===== src/rtl/sig_pkg.sv =====
`default_nettype none
// +-----------------------------------------------------------------+
// | sig_pkg : shared types and sizes for the multiplier sweep ctrl  |
// | Rev 1.0                                                         |
// +-----------------------------------------------------------------+
package sig_pkg;

   typedef enum logic [2:0] {
      IDLE  = 3'd0,
      DRIVE = 3'd1,
      WAIT  = 3'd2,
      CHECK = 3'd3,
      DONE  = 3'd4
   } state_t;

   localparam int SIG_W     = 4;
   localparam int SIG_IDX_W = 2 * SIG_W;
   localparam int SIG_N     = 1 << SIG_IDX_W;
   localparam int SIG_CNT_W = SIG_IDX_W + 1;
   localparam int SIG_LAT_W = 4;

endpackage : sig_pkg
`default_nettype wire


===== src/rtl/sig_sweep_ctrl_if.sv =====
`default_nettype none
// +-----------------------------------------------------------------+
// | sig_sweep_ctrl_if : controller <-> datapath/status bundle       |
// | Optional SIG_ERRLOG_EN adds first-failure capture signals.      |
// | Rev 1.0                                                         |
// +-----------------------------------------------------------------+
interface sig_sweep_ctrl_if #(
   parameter int W = sig_pkg::SIG_W
);
   logic             iSTART;
   logic [W-1:0]     oX1;
   logic [W-1:0]     oX2;
   logic [2*W-1:0]   iSY;
   logic [2*W-1:0]   iUY;
   logic             oBUSY;
   logic             oDONE;
   logic             oPASS;
   logic [2*W:0]     oERR_CNT;
   logic             oSERR;
   logic             oUERR;
`ifdef SIG_ERRLOG_EN
   logic             oFAIL_VLD;
   logic [W-1:0]     oFAIL_X1;
   logic [W-1:0]     oFAIL_X2;

   modport master (
      input  iSTART, iSY, iUY,
      output oX1, oX2, oBUSY, oDONE, oPASS, oERR_CNT, oSERR, oUERR,
             oFAIL_VLD, oFAIL_X1, oFAIL_X2
   );
   modport slave (
      output iSTART, iSY, iUY,
      input  oX1, oX2, oBUSY, oDONE, oPASS, oERR_CNT, oSERR, oUERR,
             oFAIL_VLD, oFAIL_X1, oFAIL_X2
   );
`else
   modport master (
      input  iSTART, iSY, iUY,
      output oX1, oX2, oBUSY, oDONE, oPASS, oERR_CNT, oSERR, oUERR
   );
   modport slave (
      output iSTART, iSY, iUY,
      input  oX1, oX2, oBUSY, oDONE, oPASS, oERR_CNT, oSERR, oUERR
   );
`endif
endinterface : sig_sweep_ctrl_if
`default_nettype wire


===== src/rtl/sig_ref_model.sv =====
`default_nettype none
// +-----------------------------------------------------------------+
// | sig_ref_model : exact signed and unsigned W x W products        |
// | Rev 1.0                                                         |
// +-----------------------------------------------------------------+
module sig_ref_model
   import sig_pkg::*;
#(
   parameter int W = SIG_W
) (
   input  logic [W-1:0]   x1_i,
   input  logic [W-1:0]   x2_i,
   output logic [2*W-1:0] ref_s_o,
   output logic [2*W-1:0] ref_u_o
);
   // Operands are widened to 2W first so the product cannot overflow
   assign ref_s_o = $signed({{W{x2_i[W-1]}}, x2_i}) * $signed({{W{x1_i[W-1]}}, x1_i});
   assign ref_u_o = {{W{1'b0}}, x2_i} * {{W{1'b0}}, x1_i};

endmodule : sig_ref_model
`default_nettype wire


===== src/rtl/sig_sweep_ctrl.sv =====
`default_nettype none
// +-----------------------------------------------------------------+
// | sig_sweep_ctrl : exhaustive self-test sequencer for the         |
// | signed/unsigned multiplier pair. Optional macro: SIG_ERRLOG_EN. |
// | Rev 1.0                                                         |
// +-----------------------------------------------------------------+
module sig_sweep_ctrl
   import sig_pkg::*;
#(
   parameter int W   = SIG_W,
   parameter int LAT = 0
) (
   input  logic             iCLK,
   input  logic             iRST_N,
   sig_sweep_ctrl_if.master bus
);
   localparam logic [SIG_LAT_W-1:0] LAT_INIT = (LAT > 0) ? SIG_LAT_W'(LAT - 1) : '0;

   state_t              state_q, state_d;
   logic [2*W-1:0]      idx_q, idx_d;
   logic [SIG_LAT_W-1:0] wcnt_q, wcnt_d;
   logic [W-1:0]        x1_q, x1_d;
   logic [W-1:0]        x2_q, x2_d;
   logic [2*W:0]        err_q, err_d;
   logic                serr_q, serr_d;
   logic                uerr_q, uerr_d;
   logic                pass_q, pass_d;
   logic                busy, done;
   logic [2*W-1:0]      ref_s, ref_u;
   logic                mis_s, mis_u;
`ifdef SIG_ERRLOG_EN
   logic                fvld_q, fvld_d;
   logic [W-1:0]        fx1_q, fx1_d;
   logic [W-1:0]        fx2_q, fx2_d;
`endif

   sig_ref_model #(.W(W)) u_ref (
      .x1_i    (x1_q),
      .x2_i    (x2_q),
      .ref_s_o (ref_s),
      .ref_u_o (ref_u)
   );

   assign mis_s = (bus.iSY != ref_s);
   assign mis_u = (bus.iUY != ref_u);

   always_ff @(posedge iCLK or negedge iRST_N) begin
      if (!iRST_N) begin
         state_q <= IDLE;
         idx_q   <= '0;
         wcnt_q  <= '0;
         x1_q    <= '0;
         x2_q    <= '0;
         err_q   <= '0;
         serr_q  <= 1'b0;
         uerr_q  <= 1'b0;
         pass_q  <= 1'b0;
`ifdef SIG_ERRLOG_EN
         fvld_q  <= 1'b0;
         fx1_q   <= '0;
         fx2_q   <= '0;
`endif
      end else begin
         state_q <= state_d;
         idx_q   <= idx_d;
         wcnt_q  <= wcnt_d;
         x1_q    <= x1_d;
         x2_q    <= x2_d;
         err_q   <= err_d;
         serr_q  <= serr_d;
         uerr_q  <= uerr_d;
         pass_q  <= pass_d;
`ifdef SIG_ERRLOG_EN
         fvld_q  <= fvld_d;
         fx1_q   <= fx1_d;
         fx2_q   <= fx2_d;
`endif
      end
   end

   always_comb begin
      state_d = state_q;
      idx_d   = idx_q;
      wcnt_d  = wcnt_q;
      x1_d    = x1_q;
      x2_d    = x2_q;
      err_d   = err_q;
      serr_d  = serr_q;
      uerr_d  = uerr_q;
      pass_d  = pass_q;
      busy    = 1'b0;
      done    = 1'b0;
`ifdef SIG_ERRLOG_EN
      fvld_d  = fvld_q;
      fx1_d   = fx1_q;
      fx2_d   = fx2_q;
`endif
      case (state_q)
         IDLE: begin
            if (bus.iSTART) begin
               state_d = DRIVE;
               idx_d   = '0;
               err_d   = '0;
               serr_d  = 1'b0;
               uerr_d  = 1'b0;
               pass_d  = 1'b0;
`ifdef SIG_ERRLOG_EN
               fvld_d  = 1'b0;
               fx1_d   = '0;
               fx2_d   = '0;
`endif
            end
         end
         DRIVE: begin
            busy = 1'b1;
            x1_d = idx_q[W-1:0];
            x2_d = idx_q[2*W-1:W];
            if (LAT > 0) begin
               state_d = WAIT;
               wcnt_d  = LAT_INIT;
            end else begin
               state_d = CHECK;
            end
         end
         WAIT: begin
            busy = 1'b1;
            if (wcnt_q == '0) state_d = CHECK;
            else              wcnt_d  = wcnt_q - 1'b1;
         end
         CHECK: begin
            busy = 1'b1;
            // One count per vector even when both products are wrong
            if (mis_s || mis_u) begin
               err_d = err_q + 1'b1;
`ifdef SIG_ERRLOG_EN
               if (!fvld_q) begin
                  fvld_d = 1'b1;
                  fx1_d  = x1_q;
                  fx2_d  = x2_q;
               end
`endif
            end
            if (mis_s) serr_d = 1'b1;
            if (mis_u) uerr_d = 1'b1;
            if (idx_q == '1) begin
               state_d = DONE;
            end else begin
               idx_d   = idx_q + 1'b1;
               state_d = DRIVE;
            end
         end
         DONE: begin
            done    = 1'b1;
            pass_d  = (err_q == '0);
            state_d = IDLE;
         end
         default: state_d = IDLE;
      endcase
   end

   assign bus.oX1      = x1_q;
   assign bus.oX2      = x2_q;
   assign bus.oBUSY    = busy;
   assign bus.oDONE    = done;
   assign bus.oPASS    = pass_q;
   assign bus.oERR_CNT = err_q;
   assign bus.oSERR    = serr_q;
   assign bus.oUERR    = uerr_q;
`ifdef SIG_ERRLOG_EN
   assign bus.oFAIL_VLD = fvld_q;
   assign bus.oFAIL_X1  = fx1_q;
   assign bus.oFAIL_X2  = fx2_q;
`endif

endmodule : sig_sweep_ctrl
`default_nettype wire


===== src/flat_wrapper.sv =====
// flat-port wrapper written by rule: the top's interface ports become plain ports
module sig_sweep_ctrl_flat import sig_pkg::*;
#(
   parameter int W   = SIG_W,
   parameter int LAT = 0
)
  (iCLK, iRST_N, bus_iSTART, bus_iSY, bus_iUY, bus_oX1, bus_oX2, bus_oBUSY, bus_oDONE, bus_oPASS, bus_oERR_CNT, bus_oSERR, bus_oUERR);
  sig_sweep_ctrl_if #(.W(W)) bus_i ();
  input  logic iCLK;
  input  logic iRST_N;
  input wire logic [$bits(bus_i.iSTART)-1:0] bus_iSTART;
  input wire logic [$bits(bus_i.iSY)-1:0] bus_iSY;
  input wire logic [$bits(bus_i.iUY)-1:0] bus_iUY;
  output wire logic [$bits(bus_i.oX1)-1:0] bus_oX1;
  output wire logic [$bits(bus_i.oX2)-1:0] bus_oX2;
  output wire logic [$bits(bus_i.oBUSY)-1:0] bus_oBUSY;
  output wire logic [$bits(bus_i.oDONE)-1:0] bus_oDONE;
  output wire logic [$bits(bus_i.oPASS)-1:0] bus_oPASS;
  output wire logic [$bits(bus_i.oERR_CNT)-1:0] bus_oERR_CNT;
  output wire logic [$bits(bus_i.oSERR)-1:0] bus_oSERR;
  output wire logic [$bits(bus_i.oUERR)-1:0] bus_oUERR;
  assign bus_i.iSTART = bus_iSTART;
  assign bus_i.iSY = bus_iSY;
  assign bus_i.iUY = bus_iUY;
  assign bus_oX1 = bus_i.oX1;
  assign bus_oX2 = bus_i.oX2;
  assign bus_oBUSY = bus_i.oBUSY;
  assign bus_oDONE = bus_i.oDONE;
  assign bus_oPASS = bus_i.oPASS;
  assign bus_oERR_CNT = bus_i.oERR_CNT;
  assign bus_oSERR = bus_i.oSERR;
  assign bus_oUERR = bus_i.oUERR;
  sig_sweep_ctrl #(.W(W), .LAT(LAT)) u_core (.iCLK(iCLK), .iRST_N(iRST_N), .bus(bus_i));
endmodule

===== config.mk =====
export PLATFORM = sky130hd
export DESIGN_NAME = sig_sweep_ctrl_flat
export DESIGN_NICKNAME = d
export VERILOG_FILES = /design/src/rtl/sig_pkg.sv /design/src/rtl/sig_sweep_ctrl_if.sv /design/src/rtl/sig_ref_model.sv /design/src/rtl/sig_sweep_ctrl.sv /design/src/flat_wrapper.sv
export SDC_FILE = /design/constraint.sdc
export NUM_CORES = 1
export LEC_CHECK = 0
export ABC_CLOCK_PERIOD_IN_PS = 5900
export CORE_UTILIZATION = 38
export CTS_BUF_LIST = sky130_fd_sc_hd__clkbuf_4
export CTS_CLUSTER_DIAMETER = 200
export CTS_CLUSTER_SIZE = 25
export DETAILED_ROUTE_END_ITERATION = 16
export SLEW_MARGIN = 20
export SYNTH_ARGS = -nofsm -noshare
export SYNTH_HDL_FRONTEND = slang
export SYNTH_SLANG_ARGS = --single-unit

===== constraint.sdc =====
create_clock -name iCLK -period 5.9 [get_ports iCLK]
set_clock_uncertainty 0.2 [all_clocks]
set_input_delay 0.885 -clock iCLK [delete_from_list [all_inputs] [get_ports iCLK]]
set_output_delay 0.885 -clock iCLK [all_outputs]
set_load 0.01 [all_outputs]

==> impl_metrics.py <==
metrics = {
    "route": {
        "vias_per_cell": 4.85,
        "wl_met2_mm": 2.54,
        "dr.max_layer_used": "met4",
        "firstDrtPassIters": 4,
        "drtAntennaViolNets": 0,
        "met1Wirelength_mm": 2.84,
        "route.vias.total": 2056,
        "wire_per_inst_um": 13.3,
        "first_iter_violations": 93,
        "dr_wl_met3_um": 195,
        "post-route-drc-count": 0,
        "wl_mm": 5.63,
    },
    "placement": {
        "hpwl_mm": 4.41,
        "port_buffers": 40,
        "dp.cells": 418,
        "pre_cts_slack_ns": 1.23,
        "gp_congestion": 0.768,
    },
    "yosys": {
        "yosys.area_share.adder_pct": 19.9,
        "synth_edf_count": 0,
        "synth_xor_area_share_pct": 10.9,
        "synth-warning-count": 0,
        "synthCells": 282,
        "ys_ff_latch": 35,
        "ys_types": 46,
        "synthArstFlopShare_pct": 100,
        "ys.flop_type": "dfrtp_1",
        "synth.area.mux_share_pct": 6.26,
        "syn_nets": 338,
        "synth-simple-area-share_pct": 19.2,
        "synth_top_family_by_area": "adder cells",
        "synth_compound_area_share_pct": 8.49,
        "synth_area_um2": 2820,
        "synth_area_per_cell_um2": 9.99,
        "ys_seq_area_share_pct": 31.1,
    },
    "floorplan": {
        "die_w_um": 88.1,
        "ios": 41,
        "floorplan.initialDensity_pct": 39.0,
        "core_um2": 7210,
        "rows": 31,
        "floorplan.die_area_um2": 7760,
        "die_h_um": 88.1,
    },
    "finish": {
        "multi_input_area_um2": 1820,
        "areaGrowthSynthToFinish_pct": 19.8,
        "diodes": 0,
        "layout_common_cells": "40 x clkdlybuf4s50_1, 35 x dfrtp_1, 24 x nand2_1, 24 x inv_1, 24 x ha_1",
        "final_common_cell": "clkdlybuf4s50_1",
        "final_cells": 424,
        "nets": 382,
        "seq_area_um2": 876,
        "drive_above_1_share_pct": 10.5,
        "fill_cells": 700,
    },
    "min_path": {
        "holdCritPathClass": "register to register",
    },
    "clocking": {
        "numClockSinks": 35,
        "cts-root-buf": "clkbuf_4",
        "clkLatencyLatePin_ns": 0.33,
        "clk_transition_reported_paths_ns": 0.11,
        "ctsHoldBuffers": 0,
        "cts_buffers": 5,
        "h-tree-depth": 2,
        "post-cts-setup-buffer-count": 0,
        "cts.path.max_buffers": 2,
        "cts_tree": "done",
        "cts_resized": 0,
    },
    "sta": {
        "maxSlewHeadroom_pct": 42.1,
        "maxSlewViolCount": 0,
        "setup_ws_ns": 1.28,
        "fmax_mhz": 216,
        "grt_setup_unrepaired": "false",
        "setup-tns-final_ns": 0,
        "worst_pin_slew_ns": 0.856,
        "timing.final.crit_share_pct": 78.3,
        "min_period_ns": 4.62,
        "finalSetupViolCount": 0,
        "timing.final.hold_violations": 0,
    },
    "power": {
        "p_per_area_nw_per_um2": 316,
        "leakagePower_uw": 0.00154,
        "ir_worst_vdd_v": 0.0000969,
        "total_power_uw": 1070,
    },
    "outcome": {
        "status": "finished, final reports clean",
    },
    "global_routing": {
        "grt_pass1_wl_mm": 9.61,
        "gr-total-overflow": 0,
        "antenna_found_initial": 0,
        "grt_pass1_vias": 2018,
        "grt_usage_pct": 16.2,
        "grt_max_degree": 36,
    },
    "critical_path": {
        "path_cells": "and2_1, fa_1, fa_1, fa_1, ha_1, fa_1, xor2_1, nor4_1, nand4_1, o21ai_2, and2_4, mux2_4",
        "critPathRequiredTime_ns": 5.93,
        "crit_slowest_cell": "fa_1",
        "cp-start-kind": "register",
        "critPathMaxFanout": 10,
        "end_kind": "register",
        "slowest_delay_ns": 0.56,
        "critical_path_class": "register to register",
        "cp.arrival_ns": 4.65,
        "crit_top_cell": "fa_1",
    },
    "flow_run": {
        "cap_viol_max_count": 0,
    },
}
critical path, delay by kind of cell (launching register included):
kind	cells	cell delay, ns
xor+xnor	1	0.17
simple gates	4	0.90
fa+ha+maj	5	2.09
flops	1	0.45
compound gates	1	0.42
mux	1	0.29
layout make-up:
class                           instances  area share, %
Clock buffer                            5           1.11
Clock inverter                          1          0.222
Inverter                               24           2.67
Multi-Input combinational cell        218           54.1
Sequential cell                        35           26.0
Tap cell                               99           3.67
Timing Repair Buffer                   42           12.3
logic make-up (layout without fill, tap and decap cells):
family | Yosys count | in the layout
muxes | 16 | 16
AOI/OAI and AO/OA | 32 | 32
and+or+nand+nor | 98 | 98
xor gates and xnor gates | 35 | 35
DFF | 35 | 35
buffers and inverters | 29 | 72
adders and majority gates | 37 | 37
stage by stage:
step	area (um^2)	hold WS, ns	util, %
4_1_cts	3370	0.311	46.8
3_3_place_gp	3330	0.278	46.1
2_1_floorplan	2820	0.268	-
5_1_grt	3370	0.333	46.8
6_report	3370	0.304	46.8
3_5_place_dp	3330	0.285	46.1
registers in the layout, summed over array words and instances, names as in the netlist:
name	count
u_core.bus.oUERR	1
u_core.idx_q	8
u_core.bus.oERR_CNT	9
u_core.bus.oSERR	1
u_core.wcnt_q	4
u_core.bus.oX1	4
u_core.state_q	3
u_core.bus.oPASS	1
u_core.bus.oX2	4
where the power goes:
group          total [uW]  internal (uW)  switching, uW
logic                 566            292            274
registers             382            290           92.3
clock network         118           42.0           76.4
metal layers:
| metal | GRT usage (%) | up-vias |
|---|---|---|
| met1 | 22.5 | 971 |
| met3 | 3.30 | 5 |
| met2 | 26.1 | 40 |
| met5 | 0 | - |
| li1 | - | 1040 |
| met4 | 3.96 | 0 |
final timing paths:
kind	from	endpoint	slack (ns)	depth (start not counted)
worst min-delay path	u_core.bus.oPASS	u_core.bus.oPASS	0.30	1
min in group asynchronous	iRST_N	u_core.bus.oERR_CNT[6]	0.76	2
worst max-delay path	u_core.bus.oX1[2]	u_core.bus.oERR_CNT[0]	1.28	12
worst max register to register	u_core.bus.oX1[2]	u_core.bus.oERR_CNT[0]	1.28	12
worst min register to register	u_core.bus.oPASS	u_core.bus.oPASS	0.30	1
max in group asynchronous	iRST_N	u_core.idx_q[1]	4.40	2
Yosys cell counts, types with 2 or more instances:
master	count	area share, %
ha_1	24	11
or2_2	6	1.3
inv_1	24	3.2
nand3_1	9	1.6
o31ai_1	2	0.53
xnor2_1	19	5.9
mux2i_1	6	2.1
nor3_1	5	0.89
dfrtp_1	35	31
a21o_1	3	0.80
and2_1	13	2.9
nor2b_1	3	0.67
nand4_1	7	1.6
nor2_1	16	2.1
o21ai_0	4	0.71
clkbuf_1	3	0.40
fa_1	13	9.2
nor4b_1	2	0.62
nand2_1	24	3.2
mux2_2	9	3.6
buf_4	2	0.53
a21oi_1	12	2.1
nor4_1	3	0.67
xor2_1	16	5.0
(Power assumes the default switching activity.)
